[src/rtl/brc_iter.sv]
// ---------------------------------------------------------------------------
// brc_iter -- iterative RISC-V branch comparator.
//
// Compares two XLEN-bit operands CHUNK bits per cycle, starting with the
// most significant chunk, and produces less/equal flags plus the branch
// decision selected by funct3. The top chunk carries the sign, so it is
// compared signed in signed mode; every lower chunk is compared unsigned.
// With EARLY_EXIT=1 the walk stops at the first differing chunk. With
// EARLY_EXIT=0 it always visits all NCH chunks, which gives a fixed latency.
//
// Ports:
//   i_clk        sole clock, rising edge
//   i_rst_n      synchronous active-low reset
//   i_valid      request valid (only observed in IDLE)
//   o_ready      high while the block is idle and can accept a request
//   i_rs1_data   operand A
//   i_rs2_data   operand B
//   i_br_un      unsigned compare request
//   i_funct3     RISC-V branch funct3
//   o_valid      result valid, held until i_ready
//   i_ready      consumer accepts the result
//   o_br_less    A < B
//   o_br_equal   A == B
//   o_br_taken   branch decision for the captured funct3
//   o_br_illegal captured funct3 was 010 or 011
// ---------------------------------------------------------------------------
module brc_iter #(
    parameter int XLEN       = 32,
    parameter int CHUNK      = 8,
    parameter int EARLY_EXIT = 1
) (
    input  logic            i_clk,
    input  logic            i_rst_n,
    input  logic            i_valid,
    output logic            o_ready,
    input  logic [XLEN-1:0] i_rs1_data,
    input  logic [XLEN-1:0] i_rs2_data,
    input  logic            i_br_un,
    input  logic [2:0]      i_funct3,
    output logic            o_valid,
    input  logic            i_ready,
    output logic            o_br_less,
    output logic            o_br_equal,
    output logic            o_br_taken,
    output logic            o_br_illegal
);

    localparam int NCH  = XLEN / CHUNK;
    localparam int IDXW = (NCH > 1) ? $clog2(NCH) : 1;

    localparam logic [IDXW-1:0] IDX_TOP  = IDXW'(NCH - 1);
    localparam logic [IDXW-1:0] IDX_ZERO = IDXW'(0);
    localparam logic [IDXW-1:0] IDX_ONE  = IDXW'(1);

    typedef enum logic [1:0] {
        ST_IDLE = 2'd0,
        ST_CMP  = 2'd1,
        ST_DONE = 2'd2
    } state_t;

    // Branch decision for a legal funct3; illegal encodings never branch.
    function automatic logic taken_f(input logic [2:0] f3,
                                     input logic       less,
                                     input logic       equal);
        logic t;
        case (f3)
            3'b000:         t = equal;
            3'b001:         t = ~equal;
            3'b100, 3'b110: t = less;
            3'b101, 3'b111: t = ~less;
            default:        t = 1'b0;
        endcase
        return t;
    endfunction

    // funct3 values 010 and 011 are not branch encodings.
    function automatic logic illegal_f(input logic [2:0] f3);
        return (f3 == 3'b010) || (f3 == 3'b011);
    endfunction

    state_t          state_r;
    logic [XLEN-1:0] rs1_r;
    logic [XLEN-1:0] rs2_r;
    logic [2:0]      funct3_r;
    logic            unsigned_r;
    logic [IDXW-1:0] idx_r;
    logic            diff_found_r;
    logic            diff_less_r;
    logic            valid_r;
    logic            less_r;
    logic            equal_r;
    logic            taken_r;
    logic            illegal_r;

    logic [CHUNK-1:0] chunk_a_s;
    logic [CHUNK-1:0] chunk_b_s;
    logic             top_signed_s;
    logic             chunk_less_s;
    logic             diff_s;
    logic             finish_s;
    logic             res_less_s;
    logic             res_equal_s;

    // Select the chunk under examination and compare it.
    always_comb begin
        chunk_a_s    = CHUNK'(rs1_r >> (int'(idx_r) * CHUNK));
        chunk_b_s    = CHUNK'(rs2_r >> (int'(idx_r) * CHUNK));
        top_signed_s = (idx_r == IDX_TOP) && !unsigned_r;
        diff_s       = (chunk_a_s != chunk_b_s);
        if (top_signed_s) begin
            chunk_less_s = ($signed(chunk_a_s) < $signed(chunk_b_s));
        end else begin
            chunk_less_s = (chunk_a_s < chunk_b_s);
        end
    end

    // Decide whether this CMP cycle ends the walk and what the result is.
    always_comb begin
        finish_s    = 1'b0;
        res_less_s  = 1'b0;
        res_equal_s = 1'b1;
        if (EARLY_EXIT != 0) begin
            if (diff_s) begin
                finish_s    = 1'b1;
                res_less_s  = chunk_less_s;
                res_equal_s = 1'b0;
            end else begin
                finish_s    = (idx_r == IDX_ZERO);
                res_less_s  = 1'b0;
                res_equal_s = 1'b1;
            end
        end else begin
            finish_s = (idx_r == IDX_ZERO);
            // The most significant difference wins, even if it was seen
            // several cycles ago.
            if (diff_found_r) begin
                res_less_s  = diff_less_r;
                res_equal_s = 1'b0;
            end else if (diff_s) begin
                res_less_s  = chunk_less_s;
                res_equal_s = 1'b0;
            end else begin
                res_less_s  = 1'b0;
                res_equal_s = 1'b1;
            end
        end
    end

    // Control FSM, operand capture and registered result outputs.
    always_ff @(posedge i_clk) begin
        if (!i_rst_n) begin
            state_r      <= ST_IDLE;
            rs1_r        <= {XLEN{1'b0}};
            rs2_r        <= {XLEN{1'b0}};
            funct3_r     <= 3'b000;
            unsigned_r   <= 1'b0;
            idx_r        <= IDX_ZERO;
            diff_found_r <= 1'b0;
            diff_less_r  <= 1'b0;
            valid_r      <= 1'b0;
            less_r       <= 1'b0;
            equal_r      <= 1'b0;
            taken_r      <= 1'b0;
            illegal_r    <= 1'b0;
        end else begin
            case (state_r)
                ST_IDLE: begin
                    if (i_valid) begin
                        rs1_r        <= i_rs1_data;
                        rs2_r        <= i_rs2_data;
                        funct3_r     <= i_funct3;
                        // funct3[1] marks BLTU/BGEU, which are unsigned
                        // regardless of i_br_un.
                        unsigned_r   <= i_br_un | i_funct3[1];
                        idx_r        <= IDX_TOP;
                        diff_found_r <= 1'b0;
                        diff_less_r  <= 1'b0;
                        state_r      <= ST_CMP;
                    end else begin
                        state_r      <= ST_IDLE;
                    end
                end
                ST_CMP: begin
                    if (diff_s && !diff_found_r) begin
                        diff_found_r <= 1'b1;
                        diff_less_r  <= chunk_less_s;
                    end
                    if (finish_s) begin
                        less_r    <= res_less_s;
                        equal_r   <= res_equal_s;
                        taken_r   <= taken_f(funct3_r, res_less_s, res_equal_s);
                        illegal_r <= illegal_f(funct3_r);
                        valid_r   <= 1'b1;
                        state_r   <= ST_DONE;
                    end else begin
                        idx_r     <= idx_r - IDX_ONE;
                    end
                end
                ST_DONE: begin
                    if (i_ready) begin
                        valid_r <= 1'b0;
                        state_r <= ST_IDLE;
                    end else begin
                        state_r <= ST_DONE;
                    end
                end
                default: begin
                    valid_r <= 1'b0;
                    state_r <= ST_IDLE;
                end
            endcase
        end
    end

    assign o_ready      = (state_r == ST_IDLE);
    assign o_valid      = valid_r;
    assign o_br_less    = less_r;
    assign o_br_equal   = equal_r;
    assign o_br_taken   = taken_r;
    assign o_br_illegal = illegal_r;

endmodule

[config.mk]
export PLATFORM = sky130hd
export DESIGN_NAME = brc_iter
export DESIGN_NICKNAME = d
export VERILOG_FILES = /design/src/rtl/brc_iter.sv
export SDC_FILE = /design/constraint.sdc
export NUM_CORES = 1
export LEC_CHECK = 0
export ABC_AREA = 0
export CAP_MARGIN = 40
export CORE_MARGIN = 1
export CORE_UTILIZATION = 35
export CTS_BUF_LIST = sky130_fd_sc_hd__clkbuf_4
export DETAILED_ROUTE_END_ITERATION = 10
export GPL_TIMING_DRIVEN = 0
export SLEW_MARGIN = 30
export SYNTH_ARGS = -nofsm -noshare
export SYNTH_HDL_FRONTEND = slang
export SYNTH_SLANG_ARGS = --single-unit
[constraint.sdc]
create_clock -name i_clk -period 8.8 [get_ports i_clk]
set_input_delay 1.76 -clock i_clk [delete_from_list [all_inputs] [get_ports i_clk]]
set_output_delay 1.76 -clock i_clk [all_outputs]
set_load 0.02 [all_outputs]
### Yosys cells after proc, flatten, opt, wreduce, memory -nomap -nowiden

Index checks and enable logic that the tools add are counted.

* bits in writable memories: 0
* bits in latches: 0
* memories kept: 0
* output and inout port bits: 6
* register bits after elaboration: 77
* memory bits (read-only): 0
* logic and storage cells: 62

* divide/modulo/power cells: 0
* muxes and demuxes: 15
* $add $sub $neg: 1
* equality and inequality tests: 15
* shifts and indexed selects: 2
* bitwise operators: 3
* order comparisons: 2
* $mul: 0
* reductions and logical operators: 13

Operator list (number)
* 32-bit by 5-bit right shift with 8-bit output: 2
* 8-bit < comparator: 2
* 3-bit equality test (second input constant): 4
* 2-bit 2-to-1 mux: 4
* 2-bit != test (second input constant): 4
* 8-bit != test: 1
* 1-bit 2-to-1 mux: 7
* 3-bit by 2-bit equality test with 1-bit output (second input constant): 2
* 2-bit case mux with 3 select lines: 1
* 3-bit AND reduction: 2
* 2-bit equality test (second input constant): 2
* 2-bit zero test: 2
* 1-bit case mux with 4 select lines: 1
* 2-bit case mux with 2 select lines: 1
* 2-bit AND reduction: 2
* 2-bit OR reduction: 2
* 3-bit by 1-bit equality test with 1-bit output (second input constant): 1
* 3-bit zero test: 1
* 1-bit case mux with 3 select lines: 1
* 2-bit by 1-bit equality test with 1-bit output (second input constant): 1
* 1-bit inverter: 2
* 2-bit nonzero test: 1
* 2-bit by 1-bit subtractor with 2-bit output (second input constant): 1
* 1-bit logical AND: 1
* other kinds (3): 3

### Depth between registers and ports, before layout

* depth in word-level cells: 6
* depth in mapped cells: 11
* depth with buffers taken out: 9

### Worst setup path before layout

Ideal clock, no wire load.

* path kind: register to register
* start point: register idx_r[1]
* end point: register taken_r (netlist: o_br_taken)
* setup time: 127 ps
* arrival: 2786 ps
* slack: 5887 ps
* path buffers: 2
* stages on the path, launching flop included: 11
* period minus slack after synthesis: 2913 ps
* path through: dfxtp_1 > clkbuf_1 > buf_2 > mux4_2 > ha_1 > nand4_1 > nor2_1 > or3_1 > o21ai_0 > nor3_1 > or3_1

* cells in the longest elaborated chain, start to end: 6

RTL lines
* from (decl): RTL line 86 `logic [IDXW-1:0] idx_r;`
* from (signal assigned): RTL line 196 `idx_r <= idx_r - IDX_ONE;`
* 32-bit by 5-bit right shift with 8-bit output, or another cell as far along: RTL line 106 `chunk_a_s = CHUNK'(rs1_r >> (int'(idx_r) * CHUNK));`
* 8-bit < comparator, or another cell as far along: RTL line 113 `chunk_less_s = (chunk_a_s < chunk_b_s);`
* 1-bit 2-to-1 mux: RTL line 110 `if (top_signed_s) begin`
* 1-bit 2-to-1 mux: RTL line 123 `if (diff_s) begin`
* 1-bit inverter: RTL line 70 `3'b101, 3'b111: t = ~less;`
* 1-bit case mux with 4 select lines: RTL line 66 `case (f3)`
* to (signal assigned): RTL line 191 `taken_r <= taken_f(funct3_r, res_less_s, res_equal_s);`
* to (decl): RTL line 92 `logic taken_r;`

Several ways; a longest one is shown, not always the timed one.
A chain may end at the register's enable or synchronous reset.

### Final worst setup path

Ends and elaborated chain as after synthesis.

==> summary.txt <==
GRT
  – Initial antenna violation count: 0
  – Remaining global-route overflow: 0
  – Vias in the first global route: 2988
  – First-pass GRT wire length: ~15000 um
  – Total GRT Usage: 0.1967
  – Largest net degree at the start of global routing: 14

Clock network
  – CTS tree: yes
  – Post-cts sizing count: 0
  – Root buffer cell: clkbuf_4
  – CTS Sinks: 77
  – Htree depth: 3
  – Cts hold-fix bufs: 0
  – Clk buf depth: 2
  – CTS Buf Count: 9
  – Clock transition at the registers of the reported paths: approximately 0.13 ns
  – Post-CTS Setup Inserts: 0
  – Worst-Skew Late Latency: 0.42 ns

Floorplanning
  – Ports: 78
  – Cell Rows: 35
  – Die X: 99.54 um
  – Initial Utilization: 0.3603
  – Chip Height: roughly 100 um
  – Total core area: 0.009240 mm^2
  – Area of the die: 0.009907 mm^2

Placement
  – Pre-CTS WS: 5.159 ns
  – Dpl cells: 606
  – I/O Buffers: 77
  – GP Congestion: 0.7826
  – DP HPWL: between 6000 and 7000 um

Synthesis
  – Syn Nets: 482
  – Synthesized flop and latch total: 77
  – Area contributors post-synth: dfxtp_1 46%, nand2_1 16%, a21oi_1 12%, mux4_2 11%, ha_1 3.8%
  – Synth cell count leaders: 140 x nand2_1, 77 x a21oi_1, 77 x dfxtp_1
  – Post-synth top area cell: dfxtp_1
  – Syn avg cell area: 8.324 um^2
  – Register area share after synthesis: 0.4630
  – Async set or reset register ratio after synthesis: 0
  – Synth top area share: 0.4630
  – Gate Count Post-Synth: 400
  – Synth Warn #: 0
  – Number of synthesized flops with an enable pin: 0
  – Ys flop type: dfxtp_1
  – Syn Std Cell Area: 0.003329 mm^2
  – Count leader, synth: nand2_1
  – Post-synth cell types: 27

STA
  – Slew Limit Fails: 0
  – Setup Viol. Count Final: 0
  – Clock Skew: 0.009086 ns
  – Setup TNS: 0 ns
  – Hold Fails Final Rpt: 0
  – Fmax: 290.4 MHz
  – Part of the cycle the worst path needs: 0.3913
  – Worst-margin pin slew: 0.7274 ns
  – Final worst-path setup slack: 5.357 ns
  – Worst slew margin: 0.5151
  – RSZ-0062 raised after global routing: false
  – Minimum clock period after layout: 3.443 ns

Detailed routing
  – DR iter-0 viols: 144
  – DR vias: 3012
  – ANT nets after route: 0
  – Routed WL per cell: 14.67 um
  – DRT Wirelength: between 9000 and 10000 um
  – Drt first pass iters: 4
  – DRC viols: 0
  – DR vias/cell: 4.850

Job
  – Max-cap violations: 0

Layout
  – Finished Layout Cells: 621
  – Fillers: 943
  – Final core utilization: 0.4781
  – NumNets Final: 570
  – P&R area growth vs syn: 32.69%
  – Number of diodes: 0
  – Layout cells sized above 1: 0.07114

Setup path
  – Worst EP arrival: 3.76 ns
  – Crit-path max FO: 10
  – Worst endpoint required time: just over 9 ns
  – Worst setup EP type: flop
  – Setup Crit Path Kind: reg -> reg
  – Setup crit start kind: flop

Power
  – Power Density: 184.7 mW/mm^2
  – VDD IR max: ~0.1 mV
  – Final Power: 815.9 uW
  – Leakage: 1.605 nW

Hold path
  – Hold Crit Class: reg -> reg

Run status
  – Status: finished clean
cells by family (layout without fill, tap and decap cells):
kind of cell / count (synthesis) / after routing / synth area share
simple gates: 171 / 171 / 0.2097
fa+ha+maj: 10 / 10 / 0.03758
compound gates: 87 / 87 / 0.1349
xor+xnor: 1 / 1 / 0.002631
buf+inv: 38 / 130 / 0.04397
mux: 16 / 16 / 0.1082
flops: 77 / 77 / 0.4630
stage by stage:
stage	hold slack (ns)	area (um^2)
after floorplan	0.4331	3329
after global placement	0.4391	4262
after detailed placement	0.4459	4262
after CTS	0.4639	4418
after global routing	0.4767	4418
final	0.4625	4418
critical path, stage by stage (launching register included):
cell	delay, ns
dfxtp_1	0.36
clkbuf_1	0.56
buf_2	0.41
mux4_2	0.36
ha_1	0.36
nand4_1	0.18
or2_1	0.31
o21a_1	0.21
o21ai_2	0.16
a21oi_1	0.06
or3_1	0.35
worst paths after layout:
path,startpoint,end,slack [ns],cells after the start
worst max-delay path,idx_r[1],o_br_taken,5.36,10
worst min-delay path,rs1_r[12],rs1_r[12],0.46,2
worst max register to register,idx_r[1],o_br_taken,5.36,10
worst min register to register,rs1_r[12],rs1_r[12],0.46,2
routing by layer:
metal | up-vias | track usage | share of wire
li1 | 1517 | - | -
met1 | 1404 | 0.2497 | 0.46
met2 | 81 | 0.3387 | 0.48
met3 | 10 | 0.03514 | 0.051
met4 | 0 | 0.06448 | 0.012
met5 | - | 0 | 0
registers in the layout, summed over array words and instances (netlist names):
name / cells
rs1_r: 32
rs2_r: 32
funct3_r: 3
idx_r: 2
state_r: 2
o_br_equal: 1
o_br_illegal: 1
o_br_less: 1
o_br_taken: 1
o_valid: 1
unsigned_r: 1
power by group:
group / internal (mW) / total [mW] / switching [mW]
combinational: 0.0886 / 0.187 / 0.0979
clock: 0.114 / 0.241 / 0.127
sequential: 0.374 / 0.388 / 0.0141
total: 0.577 / 0.816 / 0.239
layout make-up:
type / count / area (um^2) / share of cell area
Tap cell: 129 / 161.4 / 0.03653
Clock inverter: 6 / 88.84 / 0.02011
Multi-Input combinational cell: 285 / 1642 / 0.3716
Inverter: 11 / 41.29 / 0.009346
Sequential cell: 77 / 1541 / 0.3489
Buffer: 27 / 105.1 / 0.02379
Timing Repair Buffer: 77 / 770.7 / 0.1745
Clock buffer: 9 / 67.56 / 0.01529
cell usage in the layout (no fill, tap or decap), types with 2 or more instances in the layout:
| cell | instances |
|---|---|
| nor2_1 | 8 |
| nand4_1 | 2 |
| inv_1 | 11 |
| bufinv_16 | 2 |
| clkbuf_4 | 9 |
| clkinv_4 | 2 |
| nor3b_1 | 2 |
| or3_1 | 3 |
| ha_1 | 10 |
| dfxtp_1 | 77 |
| a21oi_1 | 77 |
| nor3_1 | 8 |
| nor2b_1 | 2 |
| nand2_1 | 140 |
| mux4_2 | 16 |
| buf_2 | 3 |
| clkdlybuf4s50_1 | 77 |
| o21ai_0 | 4 |
| clkbuf_1 | 24 |
| a211oi_1 | 2 |
Power figures use the tool's default switching activity.
